[src/rtl/cdb_arbiter.sv]
`default_nettype none
// ============================================================================
// Module      : cdb_arbiter
// Description : Common Data Bus arbiter. Buffers completed FU results in small
//               per-unit FIFOs and broadcasts one per cycle on a registered
//               CDB, choosing among non-empty FIFOs in round-robin order.
// Revision    : 1.0 - initial release
// ============================================================================
module cdb_arbiter #(
  parameter int                NUM_FU      = 4,
  parameter int                TAG_W       = 4,
  parameter int                QDEPTH      = 2,
  parameter logic [TAG_W-1:0]  INVALID_TAG = 4'hF
) (
  input  logic                    CLK,
  input  logic                    RST_N,
  input  logic [NUM_FU-1:0]       FU_valid,
  input  logic [NUM_FU*TAG_W-1:0] FU_tag,
  input  logic [NUM_FU*32-1:0]    FU_val,
  output logic [NUM_FU-1:0]       FU_ready,
  output logic                    CDB_valid,
  output logic [TAG_W-1:0]        CDB_tag,
  output logic [31:0]             CDB_val,
  output logic [NUM_FU-1:0]       CDB_src
);

  localparam int CNT_W = $clog2(QDEPTH + 1);
  localparam int PTR_W = (QDEPTH > 1) ? $clog2(QDEPTH) : 1;
  localparam int RR_W  = $clog2(NUM_FU);

  localparam logic [CNT_W-1:0] C_FULL     = CNT_W'(QDEPTH);
  localparam logic [PTR_W-1:0] C_PTR_LAST = PTR_W'(QDEPTH - 1);
  localparam logic [RR_W-1:0]  C_RR_LAST  = RR_W'(NUM_FU - 1);

  logic [TAG_W-1:0] tag_mem [NUM_FU][QDEPTH];
  logic [31:0]      val_mem [NUM_FU][QDEPTH];
  logic [CNT_W-1:0] count   [NUM_FU];
  logic [PTR_W-1:0] rd_ptr  [NUM_FU];
  logic [PTR_W-1:0] wr_ptr  [NUM_FU];
  logic [RR_W-1:0]  rr_ptr;

  logic [NUM_FU-1:0] ready;
  logic [NUM_FU-1:0] push;
  logic [NUM_FU-1:0] pop;
  logic              grant_any;
  logic [RR_W-1:0]   grant_idx;
  logic [TAG_W-1:0]  head_tag;
  logic [31:0]       head_val;

  function automatic logic [PTR_W-1:0] ptr_inc(input logic [PTR_W-1:0] p);
    return (p == C_PTR_LAST) ? '0 : p + PTR_W'(1);
  endfunction

  assign FU_ready = ready;

  // Ready depends only on the registered occupancy, never on a same-cycle pop.
  // Invalid-tag handshakes complete but are not stored.
  always_comb begin
    ready = '0;
    push  = '0;
    for (int i = 0; i < NUM_FU; i++) begin
      ready[i] = RST_N && (count[i] < C_FULL);
      push[i]  = FU_valid[i] && ready[i] &&
                 (FU_tag[i*TAG_W +: TAG_W] != INVALID_TAG);
    end
  end

  // Round-robin scan starting at rr_ptr; first non-empty FIFO wins.
  always_comb begin
    int unsigned k;
    k         = 0;
    grant_any = 1'b0;
    grant_idx = '0;
    for (int j = 0; j < NUM_FU; j++) begin
      k = (int'(rr_ptr) + j) % NUM_FU;
      if (!grant_any && (count[k] != '0)) begin
        grant_any = 1'b1;
        grant_idx = RR_W'(k);
      end
    end
  end

  // Head of the granted FIFO and per-FIFO pop strobes.
  always_comb begin
    head_tag = tag_mem[grant_idx][rd_ptr[grant_idx]];
    head_val = val_mem[grant_idx][rd_ptr[grant_idx]];
    pop      = '0;
    for (int i = 0; i < NUM_FU; i++) begin
      pop[i] = grant_any && (grant_idx == RR_W'(i));
    end
  end

  // FIFO storage writes; contents need no reset since occupancy gates reads.
  always_ff @(posedge CLK) begin
    for (int i = 0; i < NUM_FU; i++) begin
      if (push[i]) begin
        tag_mem[i][wr_ptr[i]] <= FU_tag[i*TAG_W +: TAG_W];
        val_mem[i][wr_ptr[i]] <= FU_val[i*32 +: 32];
      end
    end
  end

  // FIFO bookkeeping, round-robin pointer and the registered CDB broadcast.
  always_ff @(posedge CLK) begin
    if (!RST_N) begin
      for (int i = 0; i < NUM_FU; i++) begin
        count[i]  <= '0;
        rd_ptr[i] <= '0;
        wr_ptr[i] <= '0;
      end
      rr_ptr    <= '0;
      CDB_valid <= 1'b0;
      CDB_tag   <= INVALID_TAG;
      CDB_val   <= '0;
      CDB_src   <= '0;
    end else begin
      for (int i = 0; i < NUM_FU; i++) begin
        if (push[i]) begin
          wr_ptr[i] <= ptr_inc(wr_ptr[i]);
        end
        if (pop[i]) begin
          rd_ptr[i] <= ptr_inc(rd_ptr[i]);
        end
        if (push[i] && !pop[i]) begin
          count[i] <= count[i] + CNT_W'(1);
        end else if (!push[i] && pop[i]) begin
          count[i] <= count[i] - CNT_W'(1);
        end
      end
      if (grant_any) begin
        rr_ptr    <= (grant_idx == C_RR_LAST) ? '0 : grant_idx + RR_W'(1);
        CDB_valid <= 1'b1;
        CDB_tag   <= head_tag;
        CDB_val   <= head_val;
        CDB_src   <= NUM_FU'(1) << grant_idx;
      end else begin
        CDB_valid <= 1'b0;
        CDB_tag   <= INVALID_TAG;
        CDB_val   <= '0;
        CDB_src   <= '0;
      end
    end
  end

endmodule
`default_nettype wire

[config.mk]
export PLATFORM = sky130hd
export DESIGN_NAME = cdb_arbiter
export DESIGN_NICKNAME = d
export VERILOG_FILES = /design/src/rtl/cdb_arbiter.sv
export SDC_FILE = /design/constraint.sdc
export NUM_CORES = 1
export LEC_CHECK = 0
export BUFFER_PORTS_ARGS = -buffer_cell sky130_fd_sc_hd__buf_2
export CAP_MARGIN = 30
export CORE_MARGIN = 2
export CORE_UTILIZATION = 50
export CTS_BUF_LIST = sky130_fd_sc_hd__clkbuf_16
export CTS_CLUSTER_DIAMETER = 80
export DETAILED_ROUTE_END_ITERATION = 10
export PLACE_DENSITY = 0.75
export SYNTH_ARGS = -nofsm -noshare
export SYNTH_HDL_FRONTEND = slang
export SYNTH_SLANG_ARGS = --single-unit
[constraint.sdc]
create_clock -name CLK -period 9.5 [get_ports CLK]
set_clock_uncertainty 0.1 [all_clocks]
set_input_delay 0.95 -clock CLK [delete_from_list [all_inputs] [get_ports CLK]]
set_output_delay 0.95 -clock CLK [all_outputs]
set_load 0.1 [all_outputs]
After elaboration in Yosys (flattened, before gate mapping)
Memory sizes are Yosys's and may differ from the RTL's. A register that Yosys moved wholly into a read port is not among the register bits.
Index checks and enable logic that the tools add are counted.

storage, ports and cells
  register bits = 43
  bits in writable memories = 304
  input port bits = 150
  memories = 5

memory list
  name     words  width  rd ports  clocked after Yosys merged registers in  write ports  RTL line  RTL
  val_mem  4      64     1         0                                        4            36        logic [31:0] val_mem [NUM_FU][QDEPTH];
  tag_mem  4      8      1         0                                        4            35        logic [TAG_W-1:0] tag_mem [NUM_FU][QDEPTH];
  count    4      2      8         1                                        4            37        logic [CNT_W-1:0] count [NUM_FU];
  rd_ptr   4      1      5         0                                        4            38        logic [PTR_W-1:0] rd_ptr [NUM_FU];
  wr_ptr   4      1      4         0                                        4            39        logic [PTR_W-1:0] wr_ptr [NUM_FU];

operators by class
  add/sub/neg operators = 20
  magnitude comparators = 13
  equal/unequal tests = 7
  shifts and indexed selects = 1
  muxes and demuxes = 119
  bitwise operators = 21
  reduce and logical (&&, ||, !) cells = 48

operators with widths
  kind                                                                           count
  64-bit two-way mux                                                             4
  32-bit two-way mux                                                             7
  32-bit demux with 1-bit select                                                 4
  1-bit two-way mux                                                              74
  8-bit two-way mux                                                              4
  1-bit logical AND                                                              31
  2-bit two-way mux                                                              15
  4-bit two-way mux                                                              7
  4-bit demux with 1-bit select                                                  4
  4-bit != test (second input constant)                                          4
  1-bit OR                                                                       16
  2-bit by 1-bit adder with 2-bit output (second input constant)                 6
  1-bit zero test                                                                11
  2-bit greater-or-equal comparator (second input constant)                      5
  1-bit NOT with 2-bit output                                                    5
  1-bit adder (second input constant)                                            8
  2-bit by 1-bit less-than comparator with 1-bit output (second input constant)  4
  2-bit less-than comparator (second input constant)                             4
  2-bit nonzero test                                                             4
  2-bit by 1-bit subtractor with 2-bit output (second input constant)            4
  2-bit adder (second input constant)                                            2
  2-bit == test (second input constant)                                          2
  1-bit by 2-bit << shifter with 4-bit output (first input constant)             1
  2-bit by 1-bit == test with 1-bit output (second input constant)               1
  2 further kinds                                                                2

Depth between registers and ports, before layout
  depth in word-level cells = 20
  depth in mapped cells = 12

Worst setup path before layout
Ideal clock, no wire load.

  path type = input to register
  start point = in RST_N
  end point = mem tag_mem[2][0] (netlist name), enable pin
  arrival time = 4.668 ns
  required time = 8.971 ns
  path slack = 4.303 ns
  cell stages on the path = 4
  cell sequence = clkbuf_1 -> nor2b_1 -> nand3_1 -> nor2_1

RTL lines
  element      RTL line  RTL
  from (decl)  16        input logic RST_N,
  to (decl)    35

==> results.md <==
- Pre-CTS setup slack: 4.626 ns
- Ys flop type: edfxtp_1
- Tcrit/Tclk final: about half
- Starting Density: 51.15%
- Final ANT Viol Nets: 0
- Max Cap Viol: 0
- Leak: 5.580 nW
- Critical Path AT: 4.90 ns
- Worst Hold Class: reg -> reg
- Yosys top cell by area: edfxtp_1
- Startpoint Class: register
- Worst-path cell chain: or2_1 > mux4_2 > or4_1 > a21oi_4 > buf_4 > buf_4 > inv_1 > ha_1 > nand2_1 > nand2b_1 > nand3_1
- Most frequent cell after synthesis: edfxtp_1
- CP max-delay cell: buf_4
- Port Buffers: 194
- Post-route cell area: between 15000 and 20000 µm²
- Die Wd: 164.7 µm
- GP Congestion: 0.8502
- Psw: 2.137 mW
- GRT overflow: 0
- Power per cell area: ~380 nW/µm²
- Routed WL per cell: 23.70 µm
- 1st-iter DRT viols: between 400 and 500
- Later-pin clock latency in the skew report: 0.51 ns
- Hold path startpoint: wr_ptr[2]$_DFF_P_
- CTS Hold Buffers Added: 0
- P_int: 3.733 mW
- Placed instance area: 14360 µm²
- Final WL: approximately 29 mm
- Initial antenna violation count: 6
- Final min period: around 4.8 ns
- RSZ-0062 raised after global routing: false
- Crit path launch: count[3][0]$_DFFE_PP_
- Chip Height: around 160 µm
- Synthesis-stage register bit count: 349
- Crit-path most repeated cell: buf_4
- Slew Viols, Final: 0
- Hold_ws: approximately 0.44 ns
- Top-area cell type share of the netlist area: 69.28%
- I/O pins: about 200
- Row cnt: 58
- Async S/R FF share, synth: 0%
- TritonCTS sink count: 349
- Nets: roughly 1000
- Via count: 6874
- Worst-Margin Slew: 0.8262 ns
- Seq/Total Area, Yosys: 77.18%
- DP HPWL: ~18 mm
- Post-synth EDFFs: 298
- Status: finished clean
- RR Startpoint: count[3][0]$_DFFE_PP_
- DR pass1 iterations: 5
- Number of H-tree levels: 2
- Core Box Area: 25250 µm²
- Vias/cell: approximately 5.7
- Post-synth top cells: 298 x edfxtp_1, 70 x mux4_2, 51 x dfxtp_1
- Vias in the first global route: between 7000 and 8000
- Post-CTS Setup Inserts: 0
- Number of fill cells: ~1800
- CTS tree: yes
- Drt drc: 0
- Setup_tns: 0 ns
- CTS Buffer Depth: 3
- Post-CTS Resized: 0
- Clk network pwr share: 23.0%
- Netlist area before placement: 12920 µm²
- Netlist cell types: 37
- WP data required: 9.61 ns
- Final Setup Violations: 0
- Clk root buf: clkbuf_16
- Syn nets: 783
- Largest net degree at the start of global routing: 65
- Worst setup margin: 4.712 ns
- Ys Warns: 0
- Max Freq: 208.9 MHz
- Comb power frac: 43.2%
- Avg Inst Size Synth: 20.54 µm²
- Worst vdd ir: 0.0003891 V
- Die ar.: ~27000 µm²
- Layout area overhead: 20.21%
- First-pass GRT wire length: 41.68 mm
- Slew Limit Headroom: 44.92%
- Top post-synthesis cells by area: edfxtp_1 69%, mux4_2 12%, dfxtp_1 7.9%, a22o_1 2.2%, mux2i_1 0.70%
- Critical path class: reg -> reg
- TritonCTS buffer count: 36
- Synth Instances: between 600 and 700
- Sw Ratio: about 36%
- Ratio of cells with drive above 1 in the final layout: approximately two fifths
- Gr usage total: 21.36%
- CP endpoint kind: register
- Power Total: 5.870 mW
- Crit path largest cell delay: between 0.7 and 0.8 ns
- Clock-pin slew on the worst setup and hold paths: 0.06 ns
- CP max FO: 42
- Hold Fails Final Rpt: 0
- Seq pwr share: 33.8%
==> registers in the layout (all words and copies together), names as in the netlist, 2 cells and up, named ones only <==
| register | count |
|---|---|
| val_mem | 256 |
| CDB_val | 32 |
| tag_mem | 32 |
| count | 8 |
| CDB_src | 4 |
| CDB_tag | 4 |
| rd_ptr | 4 |
| wr_ptr | 4 |
| rr_ptr | 2 |
==> worst max-delay path: cells and delay by family, from the launching register on <==
kind | cells | cell delay [ns]
flip-flops | 1 | 0.46
AND/OR/NAND/NOR | 5 | 1.23
multiplexers | 1 | 0.55
buffers and inverters | 3 | 1.68
adder cells (fa/ha/maj) | 1 | 0.30
AO/OA/AOI/OAI | 1 | 0.16
==> placed cells by master (no fill, tap or decap), types with 5 or more instances in the layout <==
cell type	count
buf_4	11
a22o_1	32
xnor2_1	7
mux4_2	70
nor2_4	9
mux2i_1	9
inv_1	23
dfxtp_1	51
a21oi_1	9
nor3_1	9
buf_2	194
nor2b_1	5
nor2_1	6
edfxtp_1	298
clkinv_1	5
nand2_1	14
clkbuf_16	38
diode_2	6
nand4_1	9
nand3_1	15
==> area by class of cell <==
class	count	area, µm²	area share [%]
sequential	349	9970	64.21
multi-input combinational	241	2836	18.27
timing repair buffer	207	1109	7.139
clock buffer	38	950.9	6.124
tap	330	412.9	2.659
clock inverter	28	203.9	1.313
inverter	8	30.03	0.1934
antenna	6	15.01	0.09670
==> layer usage <==
metal / share of wire [%] / GRT usage (%)
met1: 39 / 27.95
met4: 1.9 / 5.889
met5: 0 / 0
met3: 9.0 / 5.023
met2: 50 / 36.21
==> cell families (layout without fill, tap and decap cells) <==
family          Yosys count  after routing  synth area share [%]
simple gates             91             91                 3.778
other cells               0              6                     0
fa+ha+maj                 4              4                0.3875
xor+xnor                  7              7                0.4746
buf+inv                  39            281                 1.540
compound gates           60             60                 3.739
flops                   349            349                 77.18
mux                      79             79                 12.90
==> per-stage QoR <==
stage / std cells / utilization, %
after floorplan: 629 / -
after global placement: 1133 / 56.63
after detailed placement: 1135 / 56.85
after CTS: 1201 / 61.42
after global routing: 1203 / 61.44
final: 1207 / 61.48
==> power by group through the flow <==
stage | sequential [mW] | combinational, mW | clock (mW)
finish | 1.98 | 2.54 | 1.35
global placement | 2.01 | 2.47 | 0
floorplan | 2.45 | 1.62 | 0
CTS | 1.98 | 2.57 | 1.37
global route | 2.00 | 2.71 | 1.43
detailed placement | 2.01 | 2.56 | 0
==> final timing paths <==
check                         endpoint  depth (start not counted)  slack, ns
max          count[1][1]$_SDFFCE_PN0P_                         11       4.71
min                  wr_ptr[2]$_DFF_P_                          1       0.44
max reg2reg  count[1][1]$_SDFFCE_PN0P_                         11       4.71
min reg2reg          wr_ptr[2]$_DFF_P_                          1       0.44
Note: power is estimated with default switching activity, not from simulation.
